==> src/rtl/mem_test_pkg.sv <==
// rtl/mem_test_pkg.sv - shared types, constants and LFSR step for the SDRAM memory test master
package mem_test_pkg;

    typedef enum logic [2:0] {
        IDLE,
        WR_REQ,
        WR_GAP,
        RD_REQ,
        RD_GAP,
        DONE
    } state_t;

    localparam logic [31:0] LFSR_POLY = 32'h8020_0003;
    localparam logic [3:0]  WSTRB_WR  = 4'hF;
    localparam logic [3:0]  WSTRB_RD  = 4'h0;

    // Galois LFSR, right-shifting: feedback from bit 0 folds the polynomial in.
    function automatic logic [31:0] lfsr_next(input logic [31:0] s);
        return s[0] ? ((s >> 1) ^ LFSR_POLY) : (s >> 1);
    endfunction

endpackage

==> src/rtl/mem_test_master_if.sv <==
// rtl/mem_test_master_if.sv - valid/ready memory port between the test master and the SDRAM controller
interface mem_test_master_if;

    logic        o_valid;
    logic        i_ready;
    logic [31:0] o_addr;
    logic [31:0] o_wdata;
    logic [3:0]  o_wstrb;
    logic [31:0] i_rdata;

    modport master (
        output o_valid,
        output o_addr,
        output o_wdata,
        output o_wstrb,
        input  i_ready,
        input  i_rdata
    );

    modport slave (
        input  o_valid,
        input  o_addr,
        input  o_wdata,
        input  o_wstrb,
        output i_ready,
        output i_rdata
    );

endinterface

==> src/rtl/mem_test_lfsr.sv <==
// rtl/mem_test_lfsr.sv - 32-bit pattern generator with synchronous load and advance
module mem_test_lfsr
    import mem_test_pkg::*;
(
    input  logic        clk_i,
    input  logic        rst_i,
    input  logic        load,
    input  logic [31:0] seed,
    input  logic        adv,
    output logic [31:0] q
);

    // Reset lands on the seed so the first write after start already has its pattern.
    always_ff @(posedge clk_i) begin
        if (rst_i || load) begin
            q <= seed;
        end else if (adv) begin
            q <= lfsr_next(q);
        end
    end

endmodule

==> src/rtl/mem_test_master.sv <==
// rtl/mem_test_master.sv - SDRAM write/readback LFSR test initiator; MEM_TEST_TIMEOUT_EN adds a request watchdog
module mem_test_master
    import mem_test_pkg::*;
#(
    parameter logic [31:0] ADDR_BASE = 32'h0000_0000,
    parameter int unsigned WORDS     = 1024,
    parameter logic [31:0] SEED      = 32'h1234_5678,
    parameter int unsigned TIMEOUT   = 255
) (
    input  logic               clk_i,
    input  logic               rst_i,
    input  logic               start_i,
    output logic               busy_o,
    output logic               done_o,
    output logic               pass_o,
    output logic [15:0]        err_cnt_o,
    output logic [31:0]        first_err_addr_o,
    output logic               timeout_o,
    mem_test_master_if.master  bus
);

    state_t      state;
    logic [31:0] idx;
    logic [31:0] idx_inc;
    logic [31:0] lfsr_q;
    logic        last_word;
    logic        start_ok;
    logic        lfsr_load;
    logic        lfsr_adv;

    assign idx_inc   = idx + 32'd1;
    assign last_word = (idx == 32'(WORDS - 1));
    assign start_ok  = start_i && ((state == IDLE) || (state == DONE));
    assign lfsr_load = start_ok || ((state == WR_GAP) && last_word);
    assign lfsr_adv  = bus.o_valid && bus.i_ready && ((state == WR_REQ) || (state == RD_REQ));

    mem_test_lfsr u_lfsr (
        .clk_i (clk_i),
        .rst_i (rst_i),
        .load  (lfsr_load),
        .seed  (SEED),
        .adv   (lfsr_adv),
        .q     (lfsr_q)
    );

`ifdef MEM_TEST_TIMEOUT_EN
    localparam int WD_W = ($clog2(TIMEOUT + 1) > 8) ? $clog2(TIMEOUT + 1) : 8;
    logic [WD_W-1:0] wd_cnt;
`endif

    always_ff @(posedge clk_i) begin
        if (rst_i) begin
            state            <= IDLE;
            idx              <= 32'd0;
            busy_o           <= 1'b0;
            done_o           <= 1'b0;
            pass_o           <= 1'b0;
            err_cnt_o        <= 16'd0;
            first_err_addr_o <= 32'd0;
            timeout_o        <= 1'b0;
            bus.o_valid      <= 1'b0;
            bus.o_addr       <= 32'd0;
            bus.o_wdata      <= 32'd0;
            bus.o_wstrb      <= 4'h0;
`ifdef MEM_TEST_TIMEOUT_EN
            wd_cnt           <= '0;
`endif
        end else begin
            case (state)
                IDLE, DONE: begin
                    if (start_i) begin
                        state            <= WR_REQ;
                        idx              <= 32'd0;
                        busy_o           <= 1'b1;
                        done_o           <= 1'b0;
                        pass_o           <= 1'b0;
                        err_cnt_o        <= 16'd0;
                        first_err_addr_o <= 32'd0;
                        timeout_o        <= 1'b0;
                        bus.o_valid      <= 1'b1;
                        bus.o_addr       <= ADDR_BASE;
                        bus.o_wdata      <= SEED;
                        bus.o_wstrb      <= WSTRB_WR;
`ifdef MEM_TEST_TIMEOUT_EN
                        wd_cnt           <= '0;
`endif
                    end
                end
                WR_REQ, RD_REQ: begin
                    if (bus.i_ready) begin
                        bus.o_valid <= 1'b0;
                        state       <= (state == WR_REQ) ? WR_GAP : RD_GAP;
                        if ((state == RD_REQ) && (bus.i_rdata != lfsr_q)) begin
                            if (err_cnt_o != 16'hFFFF) begin
                                err_cnt_o <= err_cnt_o + 16'd1;
                            end
                            if (err_cnt_o == 16'd0) begin
                                first_err_addr_o <= bus.o_addr;
                            end
                        end
`ifdef MEM_TEST_TIMEOUT_EN
                    end else if (wd_cnt == WD_W'(TIMEOUT - 1)) begin
                        bus.o_valid <= 1'b0;
                        timeout_o   <= 1'b1;
                        state       <= DONE;
                        busy_o      <= 1'b0;
                        done_o      <= 1'b1;
                        pass_o      <= 1'b0;
                    end else begin
                        wd_cnt <= wd_cnt + 1'b1;
`endif
                    end
                end
                WR_GAP: begin
                    bus.o_valid <= 1'b1;
`ifdef MEM_TEST_TIMEOUT_EN
                    wd_cnt      <= '0;
`endif
                    if (last_word) begin
                        state       <= RD_REQ;
                        idx         <= 32'd0;
                        bus.o_addr  <= ADDR_BASE;
                        bus.o_wdata <= 32'd0;
                        bus.o_wstrb <= WSTRB_RD;
                    end else begin
                        state       <= WR_REQ;
                        idx         <= idx_inc;
                        bus.o_addr  <= ADDR_BASE + {idx_inc[29:0], 2'b00};
                        bus.o_wdata <= lfsr_q;
                    end
                end
                RD_GAP: begin
                    idx <= idx_inc;
                    if (last_word) begin
                        state  <= DONE;
                        busy_o <= 1'b0;
                        done_o <= 1'b1;
                        pass_o <= (err_cnt_o == 16'd0) && !timeout_o;
                    end else begin
                        state       <= RD_REQ;
                        bus.o_valid <= 1'b1;
                        bus.o_addr  <= ADDR_BASE + {idx_inc[29:0], 2'b00};
`ifdef MEM_TEST_TIMEOUT_EN
                        wd_cnt      <= '0;
`endif
                    end
                end
                default: begin
                    state       <= IDLE;
                    bus.o_valid <= 1'b0;
                end
            endcase
        end
    end

endmodule

==> src/flat_wrapper.sv <==
// flat-port wrapper written by rule: the top's interface ports become plain ports
module mem_test_master_flat import mem_test_pkg::*;
#(
    parameter logic [31:0] ADDR_BASE = 32'h0000_0000,
    parameter int unsigned WORDS     = 1024,
    parameter logic [31:0] SEED      = 32'h1234_5678,
    parameter int unsigned TIMEOUT   = 255
)
  (clk_i, rst_i, start_i, busy_o, done_o, pass_o, err_cnt_o, first_err_addr_o, timeout_o, bus_o_valid, bus_o_addr, bus_o_wdata, bus_o_wstrb, bus_i_ready, bus_i_rdata);
  mem_test_master_if bus_i ();
  input  logic clk_i;
  input  logic rst_i;
  input  logic start_i;
  output logic busy_o;
  output logic done_o;
  output logic pass_o;
  output logic [15:0] err_cnt_o;
  output logic [31:0] first_err_addr_o;
  output logic timeout_o;
  output wire logic [$bits(bus_i.o_valid)-1:0] bus_o_valid;
  output wire logic [$bits(bus_i.o_addr)-1:0] bus_o_addr;
  output wire logic [$bits(bus_i.o_wdata)-1:0] bus_o_wdata;
  output wire logic [$bits(bus_i.o_wstrb)-1:0] bus_o_wstrb;
  input wire logic [$bits(bus_i.i_ready)-1:0] bus_i_ready;
  input wire logic [$bits(bus_i.i_rdata)-1:0] bus_i_rdata;
  assign bus_o_valid = bus_i.o_valid;
  assign bus_o_addr = bus_i.o_addr;
  assign bus_o_wdata = bus_i.o_wdata;
  assign bus_o_wstrb = bus_i.o_wstrb;
  assign bus_i.i_ready = bus_i_ready;
  assign bus_i.i_rdata = bus_i_rdata;
  mem_test_master #(.ADDR_BASE(ADDR_BASE), .WORDS(WORDS), .SEED(SEED), .TIMEOUT(TIMEOUT)) u_core (.clk_i(clk_i), .rst_i(rst_i), .start_i(start_i), .busy_o(busy_o), .done_o(done_o), .pass_o(pass_o), .err_cnt_o(err_cnt_o), .first_err_addr_o(first_err_addr_o), .timeout_o(timeout_o), .bus(bus_i));
endmodule
==> config.mk <==
export PLATFORM = sky130hd
export DESIGN_NAME = mem_test_master_flat
export DESIGN_NICKNAME = d
export VERILOG_FILES = /design/src/rtl/mem_test_pkg.sv /design/src/rtl/mem_test_master_if.sv /design/src/rtl/mem_test_lfsr.sv /design/src/rtl/mem_test_master.sv /design/src/flat_wrapper.sv
export SDC_FILE = /design/constraint.sdc
export NUM_CORES = 1
export LEC_CHECK = 0
export CELL_PAD_IN_SITES_DETAIL_PLACEMENT = 0
export CELL_PAD_IN_SITES_GLOBAL_PLACEMENT = 1
export CORE_ASPECT_RATIO = 0.9
export CORE_MARGIN = 3
export CORE_UTILIZATION = 30
export DETAILED_ROUTE_END_ITERATION = 10
export PLACE_DENSITY = 0.73
export SLEW_MARGIN = 20
export SYNTH_ARGS = -nofsm -noshare
export SYNTH_HDL_FRONTEND = slang
export SYNTH_HIERARCHICAL = 1
export SYNTH_SLANG_ARGS = --single-unit
==> constraint.sdc <==
create_clock -name clk_i -period 4.8 [get_ports clk_i]
set_clock_uncertainty 0.05 [all_clocks]
set_input_delay 0.96 -clock clk_i [delete_from_list [all_inputs] [get_ports clk_i]]
set_output_delay 0.96 -clock clk_i [all_outputs]
set_load 0.01 [all_outputs]
**Word-level counts from Yosys, hierarchy flattened**

Cells that the tools add are included.

- Add/subtract/negate cells: 2
- Eq/ne operators: 16
- Muxes and demuxes: 39
- Bitwise operators: 1
- Reduce and logical (&&, ||, !) cells: 26

Operators by type and width:

| operator | count |
|---|---|
| $mux 32 | 10 |
| $pmux 32 s3 | 2 |
| $pmux 32 s2 | 2 |
| $mux 16 | 4 |
| $add 32x1->32 const B | 1 |
| $eq 32x10->1 const B | 1 |
| $ne 32x32->1 | 1 |
| $pmux 16 s2 | 1 |
| $add 16x1->16 const B | 1 |
| $logic_not 16->1 | 1 |
| $ne 16x16->1 const B | 1 |
| $mux 3 | 4 |
| $pmux 3 s4 | 1 |
| $reduce_and 3->1 | 4 |
| $ne 2x1->1 const B | 5 |
| $reduce_and 5->1 | 2 |
| $mux 4 | 2 |
| $pmux 4 s2 | 1 |
| $mux 1 | 7 |
| $eq 3x2->1 const B | 2 |
| $eq 3x3->1 const B | 2 |
| $ne 2x2->1 const B | 3 |
| $pmux 1 s2 | 3 |
| $reduce_and 2->1 | 3 |
| 10 further kinds | 20 |

- Register bits: 187
- Input bits: 36
- Output and inout bits: 121

**Longest topological paths before layout**

Gate-level depths: netlist (run 1).

- Depth in word-level cells: 5
- Gate-level depth with buffers: 9
- Mapped depth without buffers: 7

**Hierarchy**

The synthesis (run 1) kept the hierarchy.

Modules (own cells, without submodules):

| module | times used | cells an instance | area an instance (µm²) | sequential area each (µm²) |
|---|---|---|---|---|
| mem_test_master | 1 | 858 | 7121.8 | 2962.8 |
| mem_test_lfsr | 1 | 72 | 1415.1 | 960.9 |

**Worst setup path before layout (run 1)**

No wires, ideal clock.

- Path kind: input -> register
- Start: input port start_i
- End: register u_core.u_lfsr.q[0], enable pin
- Data arrival time: 2.616 ns
- Required time: 4.405 ns
- Path slack: 1.790 ns
- Stages: 6
- Buffers on the path: 2
- Cell sequence: nor2b_1 and3_1 clkbuf_1 buf_1 nand2b_1 or3_2

- Word-level cells in the longest chain between the ends: 3

RTL lines:

| element | RTL line | source |
|---|---|---|
| from (decl) | flat_wrapper.sv:13 | `input logic start_i;` |
| $logic_and 1x1->1 | mem_test_master.sv:33 | `assign start_ok = start_i && ((state == IDLE) \|\| (state == DONE));` |
| $logic_or 1x1->1 | mem_test_master.sv:34 | `assign lfsr_load = start_ok \|\| ((state == WR_GAP) && last_word);` |
| via u_core.lfsr_load | mem_test_master.sv:28 | `logic lfsr_load;` |
| $logic_or 1x1->1 | mem_test_lfsr.sv:15 | `if (rst_i \|\| load) begin` |
| to (signal assigned) | mem_test_lfsr.sv:18 | `q <= lfsr_next(q);` |
| to (decl) | mem_test_lfsr.sv:10 | `output logic [31:0] q` |

The timed path passes the listed nets, and every way through them passes these cells.
A chain may end at the register's enable or synchronous reset.

**Final worst setup path (run 1)**

- Start: input port start_i
- End: register u_core.u_lfsr.q[14], data pin

Same word-level chain as after synthesis.

==> results.py, run 1 <==
metrics = {
    "clock_network": {
        "tritoncts": "done",
        "htree_levels": 4,
        "post_cts_buffers": 0,
        "cts_buffers": 17,
        "cts_resized": 0,
        "clkLatencyLatePin_ps": 430,
        "cts_num_sinks": 180,
        "clk_pin_slew_ps": 70,
        "root_buffer": "clkbuf_16",
        "ctsHoldBuffers": 0,
        "cts.path.max_buffers": 2,
    },
    "yosys": {
        "synth.most_common_cell": "dfxtp_1",
        "yosysWarnings": 6,
        "synth_top_area_share_pct": 34.7,
        "synth.cell_area_um2": 8540,
        "yosysTopAreaCell": "dfxtp_1",
        "avgSynthCellArea_um2": 9.18,
        "synth_commonest_cells": "148 x dfxtp_1, 103 x nand2_1, 81 x nor2_1, 59 x a21oi_1, 44 x clkbuf_1",
        "synth_top_flop_cell": "dfxtp_1",
        "ys_seq_area_share_pct": 46.0,
        "yosys-top-cells-area": "dfxtp_1 35%, edfxtp_1 11%, nand2_1 4.5%",
        "synth_edf_count": 32,
        "synth.distinct_cells": 65,
        "synthCells": 930,
        "async_flop_share_pct": 0,
        "synth-seq-cells": 180,
    },
    "sta": {
        "rsz0062_at_grt": "false",
        "relSlewSlack_pct": 35.8,
        "hold-worst-slack_ps": 415,
        "tns_ps": 0,
        "fmaxAchievable_mhz": 303,
        "tightest_slew_ps": 963,
        "finalCriticalPeriod_ps": 3300,
        "drv_slew": 0,
        "hold_violations": 0,
        "period_share_pct": 68.8,
        "setup_viol": 0,
    },
    "die": {
        "die_w_um": 184,
        "fp.dieArea_um2": 30500,
        "die_h_um": 166,
        "rows": 57,
        "start_util_pct": 31.0,
        "io_pins": 157,
        "coreArea_um2": 27500,
    },
    "routing": {
        "dr.pass1.iters": 5,
        "routed-via-count": 7107,
        "drt_iter0_drc": 530,
        "viasPerCell": 4.89,
        "drc": 0,
        "wirelength_mm": 24.0,
        "drtAntennaViolNets": 0,
        "wl_per_cell_um": 16.5,
    },
    "place": {
        "dp.final_hpwl_mm": 16.5,
        "gp_congestion": 0.775,
        "io_buffer_count": 151,
    },
    "cells_and_area": {
        "final_net_count": 1125,
        "layout-drive-gt1-share_pct": 10.2,
        "diodes": 0,
        "area_growth_pct": 29.1,
        "regArea_um2": 3920,
        "multi_input_area_um2": 4380,
        "n_fill_cell": 2781,
    },
    "global_route": {
        "globalRouteOverflowTotal": 0,
        "antenna_found_initial": 0,
        "grt_start_max_net_pins": 90,
        "track_usage_pct": 15.7,
        "grt_first_pass_wirelength_mm": 39.0,
        "first_global_vias": 6904,
    },
    "worst_setup_path": {
        "cp-start-kind": "primary input",
        "worstPathRequired_ps": 4930,
        "worstSetupPathType": "primary input to flip-flop",
        "worstSetupEndpoint": "u_core/u_lfsr/q[14]",
        "cp-end-kind": "flip-flop",
        "cp_data_arrival_time_ps": 3440,
        "timing.critical_path.from": "start_i",
        "reg2reg_depth": 6,
        "path_max_fanout": 26,
        "regToRegStartpoint": "u_core/idx[17]",
        "rrSetupSlack_ps": 1660,
        "regToRegEndpoint": "u_core/u_lfsr/q[10]",
    },
    "run": {
        "maxCapViolCount": 0,
    },
    "pwr": {
        "p_per_area_nw_per_um2": 320,
        "power_leakage_nw": 3.86,
        "ir_drop_v": 0.000250,
    },
    "hold_path": {
        "min_path_type": "flip-flop to flip-flop",
        "min-delay-start": "u_core/busy_o",
    },
    "run_status": {
        "status": "completed",
    },
}
-- critical path, stage by stage --
cell and delay [ps]:
clkdlybuf4s50_1 580, nor2b_1 240, and3_1 200, buf_4 200, nand2b_1 210, nor2_4 610
mux2_2 420
-- flip-flops by register name, indices dropped and copies added, names as in the netlist --
| signal | flops |
|---|---|
| u_core/done_o | 1 |
| u_core/busy_o | 1 |
| u_core/u_lfsr/q | 32 |
| u_core/state | 3 |
| u_core/err_cnt_o | 16 |
| u_core/first_err_addr_o | 30 |
| u_core/bus.o_wdata | 32 |
| u_core/bus.o_wstrb | 1 |
| u_core/pass_o | 1 |
| u_core/idx | 32 |
| u_core/bus.o_addr | 30 |
| u_core/bus.o_valid | 1 |
-- cell type report --
type	count	share of cell area [%]
clock buffers	18	3.89
multi-input cells	713	39.7
inverters	7	0.238
well taps	354	4.02
repair buffers	167	15.0
clock inverters	14	1.51
flip-flops and latches	180	35.6
-- stage by stage --
step	cells	cell area, µm²	worst slack, ps	util (%)	power (W)
floorplan	965	8670	1790	-	0.00197
global placement	1421	10400	1080	37.9	0.00214
detailed placement	1421	10400	1040	37.9	0.00214
CTS	1453	11000	1480	40.0	0.00358
global route	1453	11000	1380	40.0	0.00368
finish	1453	11000	1500	40.0	0.00352
-- worst min path at each step --
stage	end	slack, ps	cells past startpoint
final	u_core/busy_o	420	2
after global routing	u_core/busy_o	440	2
after CTS	u_core/busy_o	420	2
after detailed placement	u_core/busy_o	410	2
after global placement	u_core/busy_o	400	2
after floorplan	u_core/idx[4]	410	2
-- metal layers --
layer,wire [µm],GRT usage [%]
met5,0,0
met4,170,2.86
met3,1580,4.97
met2,10100,23.0
met1,12100,22.8
-- report_power, final --
group | leakage, nW | total (W) | switching (W) | internal [W]
Clock | 0.292 | 0.00142 | 0.000671 | 0.000748
Combinational | 2.04 | 0.000429 | 0.000232 | 0.000196
Sequential | 1.52 | 0.00168 | 0.0000670 | 0.00161
Total | 3.86 | 0.00352 | 0.000970 | 0.00255
-- kinds of logic after synthesis --
group,synth area share (%)
buffers and inverters,4.32
xor gates and xnor gates,6.36
and+or+nand+nor,24.2
AOI/OAI and AO/OA,10.8
adders and majority gates,0.440
DFF,46.0
muxes,7.83
other,0.0880
-- layout by cell type (no fill, tap or decap), drive strengths merged, types with 29 or more instances in the layout --
master | synthesis | layout
clkdlybuf4s50 | 0 | 150
dfxtp | 148 | 148
nand2 | 113 | 113
nor2 | 82 | 82
a21oi | 70 | 70
nor3 | 44 | 44
xnor2 | 40 | 40
conb | 2 | 37
nand2b | 36 | 36
edfxtp | 32 | 32
mux2 | 32 | 32
nand3 | 31 | 31
mux2i | 30 | 30
nand4 | 29 | 29
Power figures use the tool's default switching activity.
==> run 2: changes to the inputs <==
- clock period: 4.8 -> 3.4 ns (I/O delays scaled with it)
==> run 2 against run 1 <==
Effect of this change:
- sequential power is 41% higher
- largest power group unchanged
- clock-buffer cell count shrank 1
- combinational power increased by 44%
- highest routed layer is now met5
- final area increased by 1.0%
- critical endpoint is now u_core/u_lfsr/q[13]
- critical path type is now flip-flop to flip-flop
==> results.py, run 2 (same netlist as run 1, synthesis figures left out) <==
metrics = {
    "run_status": {
        "status": "completed",
    },
    "routing": {
        "routed-via-count": 7175,
        "drtAntennaViolNets": 0,
        "dr.pass1.iters": 5,
        "viasPerCell": 4.90,
        "wl_per_cell_um": 16.5,
        "wirelength_mm": 24.1,
        "drt_iter0_drc": 472,
        "drc": 0,
    },
    "worst_setup_path": {
        "crit_chain": "or4_1 > or4_4 > nor3_2 > nand2_1 > nand2b_1 > or3_2 > buf_4",
        "path_max_fanout": 32,
        "critPathMaxStageDelay_ps": 530,
        "worstPathRequired_ps": 3430,
        "cp-start-kind": "flip-flop",
        "cpMaxStageDelayCell": "or4_1",
        "crit_buf_inv": 1,
        "worstSetupPathType": "flip-flop to flip-flop",
        "cp-end-kind": "flip-flop",
        "cp_data_arrival_time_ps": 2790,
        "crit_family": "simple AND/OR/NAND/NOR gates",
    },
    "sta": {
        "fmaxAchievable_mhz": 362,
        "relSlewSlack_pct": 33.8,
        "setup_viol": 0,
        "hold_violations": 0,
        "tightest_slew_ps": 992,
        "finalCriticalPeriod_ps": 2760,
        "drv_slew": 0,
        "rsz0062_at_grt": "false",
        "tns_ps": 0,
        "hold-worst-slack_ps": 410,
        "period_share_pct": 81.2,
    },
    "die": {
        "coreArea_um2": 27500,
        "fp.dieArea_um2": 30500,
        "die_w_um": 184,
        "start_util_pct": 31.0,
        "io_pins": 157,
        "rows": 57,
        "die_h_um": 166,
    },
    "cells_and_area": {
        "final_common_cell": "clkdlybuf4s50_1",
        "n_fill_cell": 2792,
        "layout_common_cells": "150 x clkdlybuf4s50_1, 148 x dfxtp_1, 103 x nand2_1",
        "final_net_count": 1135,
        "diodes": 0,
        "regArea_um2": 3920,
        "area_growth_pct": 30.4,
        "layout-drive-gt1-share_pct": 11.2,
        "top_regs": "u_core/bus.o_wdata x32, u_core/idx x32, u_core/u_lfsr/q x32",
        "multi_input_area_um2": 4380,
    },
    "pwr": {
        "p_sw_share_pct": 28.3,
        "power_frac_clock_pct": 41.1,
        "pwr-share-comb_pct": 12.2,
        "p_sw_w": 0.00143,
        "ir_drop_v": 0.000347,
        "seqPwrFrac_pct": 46.7,
        "p_per_area_nw_per_um2": 455,
        "power_leakage_nw": 3.92,
        "p_int_w": 0.00363,
    },
    "global_route": {
        "use_met2_pct": 22.5,
        "grt_start_max_net_pins": 68,
        "grt-busiest-layer": "met2",
        "grt_util_met3_pct": 5.41,
        "grt_first_pass_wirelength_mm": 38.4,
        "first_global_vias": 6751,
        "met1_usage_pct": 22.5,
        "antenna_found_initial": 2,
        "track_usage_pct": 15.6,
        "globalRouteOverflowTotal": 0,
    },
    "clock_network": {
        "cts_buffers": 17,
        "clk_pin_slew_ps": 80,
        "htree_levels": 4,
        "post_cts_buffers": 0,
        "cts_resized": 0,
        "clkLatencyLatePin_ps": 440,
        "ctsHoldBuffers": 0,
        "tritoncts": "done",
        "cts_num_sinks": 180,
        "cts.path.max_buffers": 2,
        "root_buffer": "clkbuf_16",
    },
    "run": {
        "maxCapViolCount": 0,
    },
    "hold_path": {
        "min_path_type": "flip-flop to flip-flop",
    },
    "place": {
        "gp_congestion": 0.767,
        "dp.final_hpwl_mm": 16.6,
        "io_buffer_count": 151,
    },
}
[run 2: cell type report]
type                       instances  share of cell area, %
clock buffer                      17                   3.82
clock inverter                    15                   1.82
inverter                           7                  0.236
multi-input combinational        713                   39.4
sequential                       180                   35.2
tap                              354                   3.98
timing repair buffer             177                   15.5
[run 2: worst paths after layout]
kind | slack (ps) | start | depth (start not counted) | end
worst max-delay path | 640 | u_core/idx[17] | 7 | u_core/u_lfsr/q[13]
worst min register to register | 410 | u_core/busy_o | 2 | u_core/busy_o
worst max register to register | 640 | u_core/idx[17] | 7 | u_core/u_lfsr/q[13]
worst min-delay path | 410 | u_core/busy_o | 2 | u_core/busy_o
[run 2: metal layers]
metal / vias up / wire length (µm)
met4: 4 / 253
met1: 3376 / 12000
met5: - / 34
li1: 3582 / -
met2: 192 / 10100
met3: 21 / 1780
[run 2: through the flow]
stage                     utilization [%]  std cells  total power, W  area (µm²)  setup WS (ps)
after floorplan                         -        965         0.00278        8670            670
after global placement               38.1       1431         0.00303       10500            423
after detailed placement             38.1       1431         0.00303       10500            363
after CTS                            40.4       1463         0.00513       11100            573
after global routing                 40.4       1463         0.00528       11100            508
final                                40.4       1463         0.00506       11100            639
[run 2: power groups by stage]
stage,Clock [W],Combinational [W],Sequential [W]
after floorplan,0,0.000390,0.00239
after global placement,0,0.000613,0.00241
after detailed placement,0,0.000619,0.00241
after CTS,0.00214,0.000623,0.00237
after global routing,0.00223,0.000676,0.00238
final,0.00208,0.000618,0.00237
[run 2: worst register-to-register path, cell delays in order (launching register included)]
cell      delay (ps)
dfxtp_1          360
or4_1            530
or4_4            480
nor3_2           180
nand2_1          110
nand2b_1         140
or3_2            140
buf_4            390
==> run 3: changes to the inputs <==
- clock period: 3.4 -> 2.6 ns (I/O delays scaled with it)
==> run 3 against run 2 <==
Effect of this change:
- the run now ends with negative setup slack left
- combinational power grew 52%
- clock-buffer cell count rose by 1
- maximum frequency increased by 4.7%
- critical endpoint is now u_core/u_lfsr/q[15]
- largest cell class unchanged
==> results.py, run 3 (same netlist as run 1, synthesis figures left out) <==
metrics = {
    "run_status": {
        "status": "finished, violations left",
        "violations": "negative setup slack",
    },
    "sta": {
        "finalCriticalPeriod_ps": 2640,
        "setup_ws_ps": -37.3,
        "fmaxAchievable_mhz": 379,
        "hold-worst-slack_ps": 416,
        "drv_slew": 0,
        "relSlewSlack_pct": 57.6,
        "tightest_slew_ps": 634,
        "setup_viol": 16,
        "rsz0062_at_grt": "true",
        "hold_violations": 0,
        "period_share_pct": 101,
    },
    "pwr": {
        "p_per_area_nw_per_um2": 570,
        "pwr-share-comb_pct": 14.0,
        "power_frac_clock_pct": 39.8,
        "ir_drop_v": 0.000374,
        "p_int_w": 0.00477,
        "power_leakage_nw": 4.26,
        "p_sw_w": 0.00191,
        "seqPwrFrac_pct": 46.2,
        "p_sw_share_pct": 28.6,
    },
    "worst_setup_path": {
        "cp-end-kind": "flip-flop",
        "cp-start-kind": "flip-flop",
        "regToRegEndpoint": "u_core/u_lfsr/q[15]",
        "cp_data_arrival_time_ps": 2780,
        "reg2reg_depth": 9,
        "rrSetupSlack_ps": -40,
        "crit_chain": "or4_1 > or4_4 > nor3_4 > nand2_2 > nand2b_4 > nor2_4 > buf_12 > buf_4 > mux2_2",
        "worstSetupPathType": "flip-flop to flip-flop",
        "path_max_fanout": 7,
        "critPathMaxStageDelay_ps": 520,
        "worstPathRequired_ps": 2750,
        "cpMaxStageDelayCell": "or4_1",
        "regToRegStartpoint": "u_core/idx[17]",
    },
    "global_route": {
        "globalRouteOverflowTotal": 0,
        "antenna_found_initial": 2,
        "grt_start_max_net_pins": 114,
        "track_usage_pct": 16.1,
        "first_global_vias": 7111,
        "grt_first_pass_wirelength_mm": 39.8,
    },
    "routing": {
        "viasPerCell": 4.88,
        "wirelength_mm": 24.9,
        "drt_iter0_drc": 465,
        "dr.pass1.iters": 5,
        "drtAntennaViolNets": 0,
        "drc": 0,
        "routed-via-count": 7417,
        "wl_per_cell_um": 16.4,
    },
    "place": {
        "dpl_cell_area_um2": 11000,
        "dp.final_hpwl_mm": 17.4,
        "place_worst_setup_slack_ps": -233,
        "gp_congestion": 0.825,
        "io_buffer_count": 151,
    },
    "hold_path": {
        "min_path_type": "flip-flop to flip-flop",
        "hold-path-endpoint": "u_core/busy_o",
        "hold_depth": 2,
        "min-delay-start": "u_core/busy_o",
    },
    "clock_network": {
        "ctsHoldBuffers": 0,
        "tritoncts": "done",
        "root_buffer": "clkbuf_16",
        "clkLatencyLatePin_ps": 450,
        "cts_num_sinks": 180,
        "cts.path.max_buffers": 2,
        "cts_buffers": 17,
        "htree_levels": 4,
        "clk_pin_slew_ps": 80,
    },
    "cells_and_area": {
        "multi_input_area_um2": 4410,
        "area_growth_pct": 37.0,
        "final_common_cell": "clkdlybuf4s50_1",
        "layout_common_cells": "150 x clkdlybuf4s50_1, 147 x dfxtp_1, 102 x nand2_1",
        "final_net_count": 1192,
        "regArea_um2": 3930,
        "stdcell_area_um2": 11700,
        "layout-drive-gt1-share_pct": 15.7,
        "n_fill_cell": 2740,
        "postLayoutCoreUtil_pct": 42.5,
        "top_regs": "u_core/bus.o_wdata x32, u_core/idx x32, u_core/u_lfsr/q x32",
        "diodes": 0,
    },
    "die": {
        "io_pins": 157,
        "die_h_um": 166,
        "coreArea_um2": 27500,
        "rows": 57,
        "die_w_um": 184,
        "start_util_pct": 31.0,
        "fp.dieArea_um2": 30500,
    },
    "run": {
        "maxCapViolCount": 0,
    },
}
==> run 3: per-stage QoR <==
step | total power (W) | std cells | TNS, ps
3_3_place_gp | 0.00405 | 1482 | -6800
2_1_floorplan | 0.00364 | 965 | 0
5_1_grt | 0.00696 | 1520 | -1610
4_1_cts | 0.00675 | 1520 | -675
6_report | 0.00667 | 1520 | -304
3_5_place_dp | 0.00405 | 1482 | -9030
==> run 3: worst max-delay path by stage <==
stage,from,end,slack [ps],depth (start not counted)
finish,u_core/idx[17],u_core/u_lfsr/q[15],-40,9
global route,u_core/idx[17],u_core/u_lfsr/q[8],-100,9
CTS,u_core/idx[17],u_core/u_lfsr/q[2],-50,9
detailed placement,bus_i_rdata[0],u_core/first_err_addr_o[20],-230,9
global placement,bus_i_rdata[0],u_core/first_err_addr_o[31],-170,9
floorplan,u_core/idx[17],u_core/u_lfsr/q[2],40,8
==> run 3: area by class of cell <==
class                           count  share of cell area [%]
Timing Repair Buffer              234                    19.4
Sequential cell                   180                    33.6
Clock inverter                     14                    1.58
Clock buffer                       18                    3.75
Inverter                            7                   0.225
Multi-Input combinational cell    713                    37.7
Tap cell                          354                    3.79
==> run 3: timing repair <==
action	CTS	global route
gates cloned	1	0
setup buffers	5	1
endpoints found under the setup margin	13	24
gates resized for setup	4	8
pin swaps	0	2
==> run 3: critical path, delay by kind of cell (launching register included) <==
| kind | cells | cell delay [ps] |
|---|---|---|
| simple gates | 6 | 1450 |
| mux | 1 | 270 |
| buf+inv | 2 | 290 |
| flops | 1 | 320 |
==> run 3: routing by layer <==
layer | vias up | track usage [%] | wire length, µm
li1 | 3699 | - | -
met1 | 3500 | 22.9 | 12000
met2 | 193 | 24.3 | 10900
met3 | 21 | 4.64 | 1690
met4 | 4 | 3.35 | 237
met5 | - | 0 | 38
==> run 3: power groups by stage <==
stage | clock, W | sequential (W) | combinational (W)
2_1_floorplan | 0 | 0.00313 | 0.000511
3_3_place_gp | 0 | 0.00314 | 0.000905
3_5_place_dp | 0 | 0.00314 | 0.000912
4_1_cts | 0.00274 | 0.00308 | 0.000938
5_1_grt | 0.00285 | 0.00310 | 0.00102
6_report | 0.00266 | 0.00308 | 0.000937
